## config.mk

```make
export PLATFORM = sky130hd
export DESIGN_NAME = mac_vec_pipe
export DESIGN_NICKNAME = d
export VERILOG_FILES = /design/src/rtl/mac_pkg.sv /design/src/rtl/mac_add_tree.sv /design/src/rtl/mac_vec_pipe.sv
export SDC_FILE = /design/constraint.sdc
export NUM_CORES = 1
export LEC_CHECK = 0
export CAP_MARGIN = 0
export CELL_PAD_IN_SITES_DETAIL_PLACEMENT = 1
export CELL_PAD_IN_SITES_GLOBAL_PLACEMENT = 2
export CORE_MARGIN = 3
export CORE_UTILIZATION = 40
export CTS_BUF_LIST = sky130_fd_sc_hd__clkbuf_4
export DETAILED_ROUTE_END_ITERATION = 16
export PLACE_DENSITY = 0.9
export SLEW_MARGIN = 20
export SYNTH_ARGS = -nofsm -noshare
export SYNTH_HDL_FRONTEND = slang
export SYNTH_HIERARCHICAL = 1
export SYNTH_SLANG_ARGS = --single-unit
```

## constraint.sdc

```tcl
create_clock -name clk -period 8.6 [get_ports clk]
set_input_delay 0.86 -clock clk [delete_from_list [all_inputs] [get_ports clk]]
set_output_delay 0.86 -clock clk [all_outputs]
set_load 0.02 [all_outputs]
```

## src/rtl/mac_pkg.sv

```systemverilog
`default_nettype none
// ============================================================================
//  Module      : mac_pkg
//  Description : Shared defaults and width helpers for the vector MAC pipe.
//  Revision    : 1.0 - initial release
// ============================================================================
package mac_pkg;

    localparam int c_def_n_lanes   = 5;
    localparam int c_def_dw        = 8;
    localparam int c_def_out_w     = 16;
    localparam int c_def_max_beats = 16;

    // Accumulator width large enough that a full-length vector of worst-case
    // products can never wrap: product (2*DW+1, signed) plus growth from the
    // lane reduction and from summing up to max_beats beats.
    function automatic int acc_width(input int dw, input int n_lanes, input int max_beats);
        return 2 * dw + 1 + $clog2(n_lanes) + $clog2(max_beats);
    endfunction

endpackage
`default_nettype wire

```

## src/rtl/mac_add_tree.sv

```systemverilog
`default_nettype none
// ============================================================================
//  Module      : mac_add_tree
//  Description : Registered signed reduction of N_LANES packed operands.
//  Ports       : clk, rst     - clock, synchronous active-high reset
//                en           - load enable for the output register
//                in_data      - N_LANES signed values, lane i at [i*IN_W +: IN_W]
//                sum_out      - registered signed sum, SUM_W bits
//  Revision    : 1.0 - initial release
// ============================================================================
module mac_add_tree
    import mac_pkg::*;
#(
    parameter int N_LANES = c_def_n_lanes,
    parameter int IN_W    = 17,
    parameter int SUM_W   = IN_W + $clog2(N_LANES)
) (
    input  logic                     clk,
    input  logic                     rst,
    input  logic                     en,
    input  logic [N_LANES*IN_W-1:0]  in_data,
    output logic [SUM_W-1:0]         sum_out
);

    logic [SUM_W-1:0] w_sum;

    // Each lane is sign-extended to the full sum width before adding, so the
    // result is exact for any mix of signs.
    always_comb begin
        w_sum = '0;
        for (int i = 0; i < N_LANES; i++) begin
            w_sum = w_sum + SUM_W'($signed(in_data[i*IN_W +: IN_W]));
        end
    end

    always_ff @(posedge clk) begin
        if (rst) begin
            sum_out <= '0;
        end else if (en) begin
            sum_out <= w_sum;
        end
    end

endmodule
`default_nettype wire

```

## src/rtl/mac_vec_pipe.sv

```systemverilog
`default_nettype none
// ============================================================================
//  Module      : mac_vec_pipe
//  Description : Three-stage vector dot-product pipeline with saturation.
//                S1 registers per-lane products, S2 registers the lane sum,
//                S3 accumulates beats and emits the clamped vector result.
//  Ports       : clk, rst              - clock, synchronous active-high reset
//                a_in, c_in            - packed attributes / coefficients
//                in_signed             - operand mode, sampled on first beat
//                in_last               - final beat of the vector
//                in_valid / in_ready   - input handshake
//                out_data              - saturated dot product
//                out_sat / out_err     - clamped / force-terminated flags
//                out_valid / out_ready - output handshake
//  Revision    : 1.0 - initial release
// ============================================================================
module mac_vec_pipe
    import mac_pkg::*;
#(
    parameter int N_LANES   = c_def_n_lanes,
    parameter int DW        = c_def_dw,
    parameter int OUT_W     = c_def_out_w,
    parameter int MAX_BEATS = c_def_max_beats
) (
    input  logic                    clk,
    input  logic                    rst,
    input  logic [N_LANES*DW-1:0]   a_in,
    input  logic [N_LANES*DW-1:0]   c_in,
    input  logic                    in_signed,
    input  logic                    in_last,
    input  logic                    in_valid,
    output logic                    in_ready,
    output logic [OUT_W-1:0]        out_data,
    output logic                    out_sat,
    output logic                    out_err,
    output logic                    out_valid,
    input  logic                    out_ready
);

    localparam int c_prod_w = 2 * DW + 1;
    localparam int c_sum_w  = c_prod_w + $clog2(N_LANES);
    localparam int c_acc_w  = acc_width(DW, N_LANES, MAX_BEATS);
    localparam int c_cnt_w  = (MAX_BEATS > 1) ? $clog2(MAX_BEATS) : 1;

    // Clamp bounds expressed at accumulator width.
    localparam logic signed [c_acc_w-1:0] c_smax =
        {{(c_acc_w-OUT_W+1){1'b0}}, {(OUT_W-1){1'b1}}};
    localparam logic signed [c_acc_w-1:0] c_smin =
        {{(c_acc_w-OUT_W+1){1'b1}}, {(OUT_W-1){1'b0}}};
    localparam logic signed [c_acc_w-1:0] c_umax =
        {{(c_acc_w-OUT_W){1'b0}}, {OUT_W{1'b1}}};

    // ------------------------------------------------------------------
    // Handshake and beat tracking
    // ------------------------------------------------------------------
    logic                 w_stall;
    logic                 w_accept;
    logic                 w_first;
    logic                 w_force;
    logic                 w_end;
    logic                 w_sgn;
    logic [c_cnt_w-1:0]   r_beat_cnt;
    logic                 r_sgn;

    // A pending result that the consumer has not taken freezes every stage.
    assign w_stall  = out_valid && !out_ready;
    assign in_ready = !rst && !w_stall;
    assign w_accept = in_valid && in_ready;

    // r_beat_cnt is the index of the next beat within the vector; zero means
    // the next accepted beat opens a new vector.
    assign w_first = (r_beat_cnt == '0);
    assign w_force = (r_beat_cnt == c_cnt_w'(MAX_BEATS - 1)) && !in_last;
    assign w_end   = in_last || w_force;
    assign w_sgn   = w_first ? in_signed : r_sgn;

    // ------------------------------------------------------------------
    // Per-lane products (operands extended to product width, so the
    // truncated product is exact in both signed and unsigned modes)
    // ------------------------------------------------------------------
    logic [N_LANES*c_prod_w-1:0] w_prod;

    for (genvar i = 0; i < N_LANES; i++) begin : g_lane
        logic [c_prod_w-1:0] w_a;
        logic [c_prod_w-1:0] w_c;
        assign w_a = {{(c_prod_w-DW){w_sgn & a_in[i*DW+DW-1]}}, a_in[i*DW +: DW]};
        assign w_c = {{(c_prod_w-DW){w_sgn & c_in[i*DW+DW-1]}}, c_in[i*DW +: DW]};
        assign w_prod[i*c_prod_w +: c_prod_w] = w_a * w_c;
    end

    // ------------------------------------------------------------------
    // Stage registers
    // ------------------------------------------------------------------
    logic [N_LANES*c_prod_w-1:0] r_s1_prod;
    logic                        r_s1_valid, r_s1_first, r_s1_last, r_s1_err, r_s1_sgn;
    logic                        r_s2_valid, r_s2_first, r_s2_last, r_s2_err, r_s2_sgn;
    logic signed [c_sum_w-1:0]   w_s2_sum;
    logic signed [c_acc_w-1:0]   r_acc;

    mac_add_tree #(
        .N_LANES (N_LANES),
        .IN_W    (c_prod_w),
        .SUM_W   (c_sum_w)
    ) u_add_tree (
        .clk     (clk),
        .rst     (rst),
        .en      (!w_stall),
        .in_data (r_s1_prod),
        .sum_out (w_s2_sum)
    );

    // ------------------------------------------------------------------
    // S3 accumulate and clamp
    // ------------------------------------------------------------------
    logic signed [c_acc_w-1:0] w_sum_ext;
    logic signed [c_acc_w-1:0] w_total;
    logic [OUT_W-1:0]          w_clamped;
    logic                      w_sat;

    assign w_sum_ext = c_acc_w'(w_s2_sum);
    assign w_total   = r_s2_first ? w_sum_ext : r_acc + w_sum_ext;

    always_comb begin
        w_clamped = w_total[OUT_W-1:0];
        w_sat     = 1'b0;
        if (r_s2_sgn) begin
            if (w_total > c_smax) begin
                w_clamped = c_smax[OUT_W-1:0];
                w_sat     = 1'b1;
            end else if (w_total < c_smin) begin
                w_clamped = c_smin[OUT_W-1:0];
                w_sat     = 1'b1;
            end
        end else if (w_total > c_umax) begin
            w_clamped = c_umax[OUT_W-1:0];
            w_sat     = 1'b1;
        end
    end

    always_ff @(posedge clk) begin
        if (rst) begin
            r_beat_cnt <= '0;
            r_sgn      <= 1'b0;
            r_s1_prod  <= '0;
            r_s1_valid <= 1'b0;
            r_s1_first <= 1'b0;
            r_s1_last  <= 1'b0;
            r_s1_err   <= 1'b0;
            r_s1_sgn   <= 1'b0;
            r_s2_valid <= 1'b0;
            r_s2_first <= 1'b0;
            r_s2_last  <= 1'b0;
            r_s2_err   <= 1'b0;
            r_s2_sgn   <= 1'b0;
            r_acc      <= '0;
            out_data   <= '0;
            out_sat    <= 1'b0;
            out_err    <= 1'b0;
            out_valid  <= 1'b0;
        end else begin
            if (w_accept) begin
                r_sgn      <= w_sgn;
                r_beat_cnt <= w_end ? '0 : r_beat_cnt + 1'b1;
            end
            if (!w_stall) begin
                r_s1_valid <= w_accept;
                r_s1_prod  <= w_prod;
                r_s1_first <= w_first;
                r_s1_last  <= w_end;
                r_s1_err   <= w_force;
                r_s1_sgn   <= w_sgn;

                r_s2_valid <= r_s1_valid;
                r_s2_first <= r_s1_first;
                r_s2_last  <= r_s1_last;
                r_s2_err   <= r_s1_err;
                r_s2_sgn   <= r_s1_sgn;

                // Not stalled implies any held result is being taken now, so
                // out_valid simply follows whether a new result completes.
                out_valid <= r_s2_valid && r_s2_last;
                if (r_s2_valid) begin
                    r_acc <= w_total;
                    if (r_s2_last) begin
                        out_data <= w_clamped;
                        out_sat  <= w_sat;
                        out_err  <= r_s2_err;
                    end
                end
            end
        end
    end

endmodule
`default_nettype wire

```

## After elaboration in Yosys (flattened, before gate mapping)

Index checks and enable logic that the tools add are counted.

| storage, ports and cells | value |
|---|---|
| register bits | 163 |
| word-level logic and storage cells | 69 |
| input port bits | 86 |
| output and inout port bits | 20 |

| cells by class | value |
|---|---|
| add/sub/neg operators | 6 |
| muxes and demuxes | 11 |
| eq/ne operators | 1 |
| reductions and logical operators | 13 |
| $lt $le $gt $ge | 3 |
| bitwise operators | 11 |
| multiply operators | 5 |

Operators with widths:

| cell | count |
|---|---|
| 9-bit by 9-bit multiplier with 17-bit output | 5 |
| 16-bit 2-to-1 mux | 4 |
| 20-bit adder | 3 |
| 24-bit by 20-bit adder with 24-bit output | 1 |
| 24-bit by 16-bit > comparator with 1-bit output, second input constant | 1 |
| 24-bit by 17-bit > comparator with 1-bit output, second input constant | 1 |
| 24-bit by 16-bit < comparator with 1-bit output, second input constant | 1 |
| 24-bit 2-to-1 mux | 1 |
| 17-bit by 17-bit adder with 18-bit output | 1 |
| 1-bit AND | 10 |
| 1-bit logical AND | 5 |
| 1-bit 2-to-1 mux | 5 |
| 4-bit by 1-bit adder with 4-bit output, second input constant | 1 |
| 4-bit equality test, second input constant | 1 |
| 1-bit zero test | 4 |
| 4-bit zero test | 1 |
| 4-bit 2-to-1 mux | 1 |
| 3-bit AND reduction | 1 |
| 2-bit AND reduction | 1 |
| 1-bit logical OR | 1 |
| 1-bit inverter | 1 |

## Longest topological paths before layout

| depth | value |
|---|---|
| depth in word-level cells | 6 |
| depth in mapped cells | 25 |

## By module

Netlist, hierarchy kept.

Modules (own cells, without submodules):

| module | seq. area each (µm²) | area each (µm²) | cells an instance | times used |
|---|---|---|---|---|
| mac_vec_pipe | 2862.7 | 21369.2 | 2523 | 1 |
| mac_add_tree | 400.4 | 3313.2 | 406 | 1 |

## Worst setup path after synthesis

OpenSTA, ideal clock, no wires.

| path | value |
|---|---|
| path kind | flip-flop to flip-flop |
| start | register r_beat_cnt[0] |
| end | register r_s1_prod[33] |
| library setup time | 0.122 ns |
| clock period less this slack | 6.197 ns |
| required time | 8.478 ns |
| path slack | 2.403 ns |
| data arrival time | 6.075 ns |
| cell stages (with the launch flop) | 26 |
| cells stage by stage | dfxtp_1 inv_1 ha_1 nor3b_1 mux2_2 clkbuf_1 and2_1 clkbuf_1 nand2_1 fa_1 inv_1 fa_1 fa_1 fa_1 inv_1 fa_1 inv_1 ha_1 inv_1 o21bai_1 a21o_1 a21oi_1 o21ai_0 or4_1 and3_1 a311o_1 |

| between the ends | value |
|---|---|
| cells in the longest elaborated chain, start to end | 4 |

Ends and longest elaborated chain:

| item | RTL line | RTL |
|---|---|---|
| start: declaration | mac_vec_pipe.sv:62 | `logic [c_cnt_w-1:0] r_beat_cnt;` |
| start signal: assignment | mac_vec_pipe.sv:163 | `r_beat_cnt <= w_end ? '0 : r_beat_cnt + 1'b1;` |
| 4-bit zero test * | mac_vec_pipe.sv:72 | `assign w_first = (r_beat_cnt == '0);` |
| 1-bit 2-to-1 mux * | mac_vec_pipe.sv:75 | `assign w_sgn = w_first ? in_signed : r_sgn;` |
| 1-bit AND (on tied branches) | mac_vec_pipe.sv:86, mac_vec_pipe.sv:87 |  |
| 9-bit by 9-bit multiplier with 17-bit output * | mac_vec_pipe.sv:88 | `assign w_prod[i*c_prod_w +: c_prod_w] = w_a * w_c;` |
| end signal: assignment | mac_vec_pipe.sv:167 | `r_s1_prod <= w_prod;` |
| end: declaration | mac_vec_pipe.sv:94 | `logic [N_LANES*c_prod_w-1:0] r_s1_prod;` |

Mark *: on every way between the ends. The rest lies on a longest branch, timed or not.
A chain may end at the register's enable or synchronous reset.

## Worst setup path after layout

Ends and elaborated chain as after synthesis.

==> out/results.txt <==
maximum VDD drop: 283.8 uV
mean cell area of the mapped netlist: 8.427 sq um
detailed-routing iteration count for the pre-antenna-repair pass: 4
number of sinks driven by the clock tree: 163
share of post-route cells with drive strength above 1: 0.02971
power after layout: 9.214 mW
Horiz. Die Dim: 254.4 um
largest fanout on the critical path: 13
total CTS buffers: 17
part of the total power dissipated in the clock network: 0.056
final-layout setup total negative slack: 0 ns
Hold Violations, Final: 0
Final Critical Period: 6.949 ns
GR met2 Demand/Resource: 0.3941
hold crit path type: flop to flop
Mapped Area: 24680 sq um
pin slew with the least headroom to its limit: 0.9707 ns
power density of the placed cells: 345.5 nW/um^2
Vert. Die Dim: 254.4 um
number of antenna violations at the first check in global routing: 1
finished layout cell area: 26670 sq um
Placed Instance Area: 26360 sq um
Data required, critical path: 9.11 ns
worst slew margin relative to its limit: 0.3529
Net Sw Power: 4.863 mW
pin count of the biggest net entering global routing: 93
share of the cycle needed by the critical path after routing: 0.8080
number of DRC markers after the initial detailed-route iteration: 712
clock edge transition at the registers on the reported setup and hold paths: 0.16 ns
Final Skew: 0.03192 ns
type of element capturing the critical path: flop
Post-CTS Setup Inserts: 0
half-perimeter wire length after detailed placement: 53.67 mm
LEAKAGE: 12.94 nW
detailed-route wire length per cell: 17.27 um
YS warnings: 6
placeable core region: 60700 sq um
Std-Cell Rows: 90
fraction of power consumed by sequential logic: 0.123
cell-internal power: 4.351 mW
flip-flop and latch count after synthesis: 163
count of nets left with antenna violations after detail routing: 0
CTS resizes: 0
area share of the largest cell type after synthesis: 0.3155
Hold Path Depth: 2
synthesized net count: 3624
quantity of hold-fixing buffers added after cts: 0
max cap viols: 0
kind of start point of the critical path: flop
non-filler cells, final: 3745
library cells used by synthesis: 80
first-pass GRT wire length: 110.2 mm
source-to-sink clock delay at the later pin of the worst-skew pair: 0.63 ns
Total Die Area: 64720 sq um
global route hottest layer: met2
met3 Use GR: 0.01693
number of setup violations in the final report: 0
path depth of the worst reg2reg path: 23
Net Sw Frac: 0.5278
Layout fillers: 7164
critical path arrival: 7.46 ns
cell types with the largest area share after synthesis: sky130_fd_sc_hd__fa_1 (32%), sky130_fd_sc_hd__dfxtp_1 (13%), sky130_fd_sc_hd__ha_1 (11%), sky130_fd_sc_hd__inv_1 (9.1%), sky130_fd_sc_hd__nand2_1 (6.3%)
cell accounting for the most synthesized area: sky130_fd_sc_hd__fa_1
vias post-DR: 19200
routability congestion estimate from global placement: 0.8762
master cell of the clock root buffer: sky130_fd_sc_hd__clkbuf_4
Post-Place Cells: 3712
synthesis-to-finish area growth: 8.065%
Post-synth EDFFs: 0
upper clock frequency limit: 0.1439 GHz
Final Max Tran Viols: 0
unrepaired setup endpoints after global routing: false
all-layer global routing usage: 0.2101
Fin Hold WS: 0.4649 ns
run status: finished clean
met1 routing resource usage after global routing: 0.2626
depth of the CTS H-tree: 4
Mapped Cells: 2929
startpoint-to-endpoint class of the critical path: flop to flop
post-layout net count: 3644
post-DR vias/cell: 5.126
I/O pin count: 106
total of buffers placed on input and output ports: 105
post-route DRC violation count: 0
initial core utilization: 0.4067
Logic pwr share: 0.821
final WL: 64.66 mm
proportion of synthesized flip-flops having asynchronous set or reset: 0
number of global-route vias before repair: 21820
clk buf depth: 2
share of synthesized area occupied by flip-flops and latches: 0.1322
commonest register cell after synthesis: sky130_fd_sc_hd__dfxtp_1
remaining global-route overflow: 0
clock tree from TritonCTS: done
-- placed cells by master, fill, tap and decap left out, types with 6 or more instances in the layout --
cell type                         instances
sky130_fd_sc_hd__nand3_1                 29
sky130_fd_sc_hd__a21o_1                  26
sky130_fd_sc_hd__a221oi_2                10
sky130_fd_sc_hd__clkbuf_4                17
sky130_fd_sc_hd__o211ai_1                14
sky130_fd_sc_hd__or3_1                    6
sky130_fd_sc_hd__nor3_1                  28
sky130_fd_sc_hd__xor2_1                  19
sky130_fd_sc_hd__or2_2                   12
sky130_fd_sc_hd__xnor2_1                 87
sky130_fd_sc_hd__dfxtp_1                163
sky130_fd_sc_hd__o21ai_1                  8
sky130_fd_sc_hd__nor2_1                 129
sky130_fd_sc_hd__buf_4                   12
sky130_fd_sc_hd__a211oi_1                33
sky130_fd_sc_hd__nand4_1                 12
sky130_fd_sc_hd__nor3b_1                  6
sky130_fd_sc_hd__nand2_1                410
sky130_fd_sc_hd__ha_1                   220
sky130_fd_sc_hd__clkdlybuf4s50_1        104
sky130_fd_sc_hd__mux2i_1                 13
sky130_fd_sc_hd__a211o_1                  8
sky130_fd_sc_hd__and2_1                 207
sky130_fd_sc_hd__nor4b_1                  6
sky130_fd_sc_hd__fa_1                   389
sky130_fd_sc_hd__o21bai_1                24
sky130_fd_sc_hd__o21a_1                   7
sky130_fd_sc_hd__inv_1                  599
sky130_fd_sc_hd__o21ai_0                 45
sky130_fd_sc_hd__nand2b_1                 9
sky130_fd_sc_hd__and3_1                  19
sky130_fd_sc_hd__a221oi_1                 6
sky130_fd_sc_hd__a31oi_1                 16
sky130_fd_sc_hd__a21oi_1                168
-- area by class of cell --
type	instances	area (sq um)	area share
antenna	1	2.502	0.00009382
clock buffer	17	127.6	0.004785
clock inverter	15	185.2	0.006943
inverter	601	2258	0.08467
multi-input combinational	2050	18730	0.7021
sequential	163	3263	0.1223
tap	782	978.4	0.03668
timing repair buffer	116	1131	0.04241
-- registers in the layout, indices dropped and copies added, names as in the netlist, 4 cells and up --
register            cells
out_data               16
r_acc                  24
r_beat_cnt              4
r_s1_prod              85
u_add_tree/sum_out     20
-- routing by layer --
layer  up-vias  wire, um
met4         0      1150
met2       171     34180
li1       9172         -
met5         -         0
met3        67      1060
met1      9785     28270
-- worst max-delay path, stage by stage, from the launching register on --
cell and delay (ns):
sky130_fd_sc_hd__dfxtp_1 0.36, sky130_fd_sc_hd__inv_1 0.09, sky130_fd_sc_hd__ha_1 0.14, sky130_fd_sc_hd__nor3b_1 0.46
sky130_fd_sc_hd__mux2_2 0.59, sky130_fd_sc_hd__nand2_1 0.33, sky130_fd_sc_hd__or2_2 0.37, sky130_fd_sc_hd__fa_1 0.46
sky130_fd_sc_hd__fa_1 0.49, sky130_fd_sc_hd__inv_1 0.05, sky130_fd_sc_hd__fa_1 0.46, sky130_fd_sc_hd__fa_1 0.49
sky130_fd_sc_hd__inv_1 0.05, sky130_fd_sc_hd__fa_1 0.50, sky130_fd_sc_hd__inv_1 0.04, sky130_fd_sc_hd__ha_1 0.31
sky130_fd_sc_hd__inv_1 0.07, sky130_fd_sc_hd__o21bai_1 0.07, sky130_fd_sc_hd__a21o_1 0.20, sky130_fd_sc_hd__a21oi_1 0.21
sky130_fd_sc_hd__o21ai_0 0.15, sky130_fd_sc_hd__or4_1 0.45, sky130_fd_sc_hd__and3_1 0.17, sky130_fd_sc_hd__a311o_1 0.31
-- metrics by stage --
step	util	setup WS [ns]
global route	0.4395	1.210
floorplan	-	2.403
finish	0.4395	1.651
CTS	0.4394	1.629
global placement	0.4342	1.562
detailed placement	0.4342	1.438
-- cell families (layout without fill, tap and decap cells) --
group,after synthesis,count (layout),synth area share
simple gates,907,907,0.1757
buf+inv,716,749,0.1095
fa+ha+maj,609,609,0.4270
compound gates,412,412,0.1113
flops,163,163,0.1322
xor+xnor,106,106,0.03761
mux,16,16,0.006640
other cells,0,1,0
-- path summary, 6_finish.rpt --
path / end / slack [ns] / start
worst max-delay path: r_s1_prod[33] / 1.65 / r_beat_cnt[0]
worst min-delay path: r_s1_prod[47] / 0.46 / r_s1_prod[47]
worst min register to register: r_s1_prod[47] / 0.46 / r_s1_prod[47]
worst max register to register: r_s1_prod[33] / 1.65 / r_beat_cnt[0]
-- synth_stat cells, types with 7 or more instances --
cell                       instances
sky130_fd_sc_hd__nand2_1         411
sky130_fd_sc_hd__nand2b_1          9
sky130_fd_sc_hd__and2_1          207
sky130_fd_sc_hd__a211oi_1         33
sky130_fd_sc_hd__a21oi_1         168
sky130_fd_sc_hd__mux2i_1          13
sky130_fd_sc_hd__dfxtp_1         163
sky130_fd_sc_hd__ha_1            220
sky130_fd_sc_hd__xnor2_1          87
sky130_fd_sc_hd__xor2_1           19
sky130_fd_sc_hd__and3_1           19
sky130_fd_sc_hd__o21a_1            7
sky130_fd_sc_hd__clkbuf_1         97
sky130_fd_sc_hd__buf_1            11
sky130_fd_sc_hd__o21ai_0          45
sky130_fd_sc_hd__a21o_1           26
sky130_fd_sc_hd__a31oi_1          16
sky130_fd_sc_hd__a221oi_2         10
sky130_fd_sc_hd__o21bai_1         24
sky130_fd_sc_hd__inv_1           599
sky130_fd_sc_hd__nor2_1          129
sky130_fd_sc_hd__nand3_1          29
sky130_fd_sc_hd__fa_1            389
sky130_fd_sc_hd__a211o_1           8
sky130_fd_sc_hd__o21ai_1           8
sky130_fd_sc_hd__or2_2            12
sky130_fd_sc_hd__o211ai_1         14
sky130_fd_sc_hd__nor3_1           28
sky130_fd_sc_hd__nand4_1          12
-- power by group through the flow --
stage               logic, mW  registers, mW  clock network (mW)
global placement         7.31           1.14                   0
detailed placement       7.61           1.15                   0
CTS                      7.67           1.13               0.534
global route             8.73           1.15               0.563
floorplan                5.84           1.09                   0
finish                   7.57           1.13               0.516
Note: power is estimated with default switching activity, not from simulation.
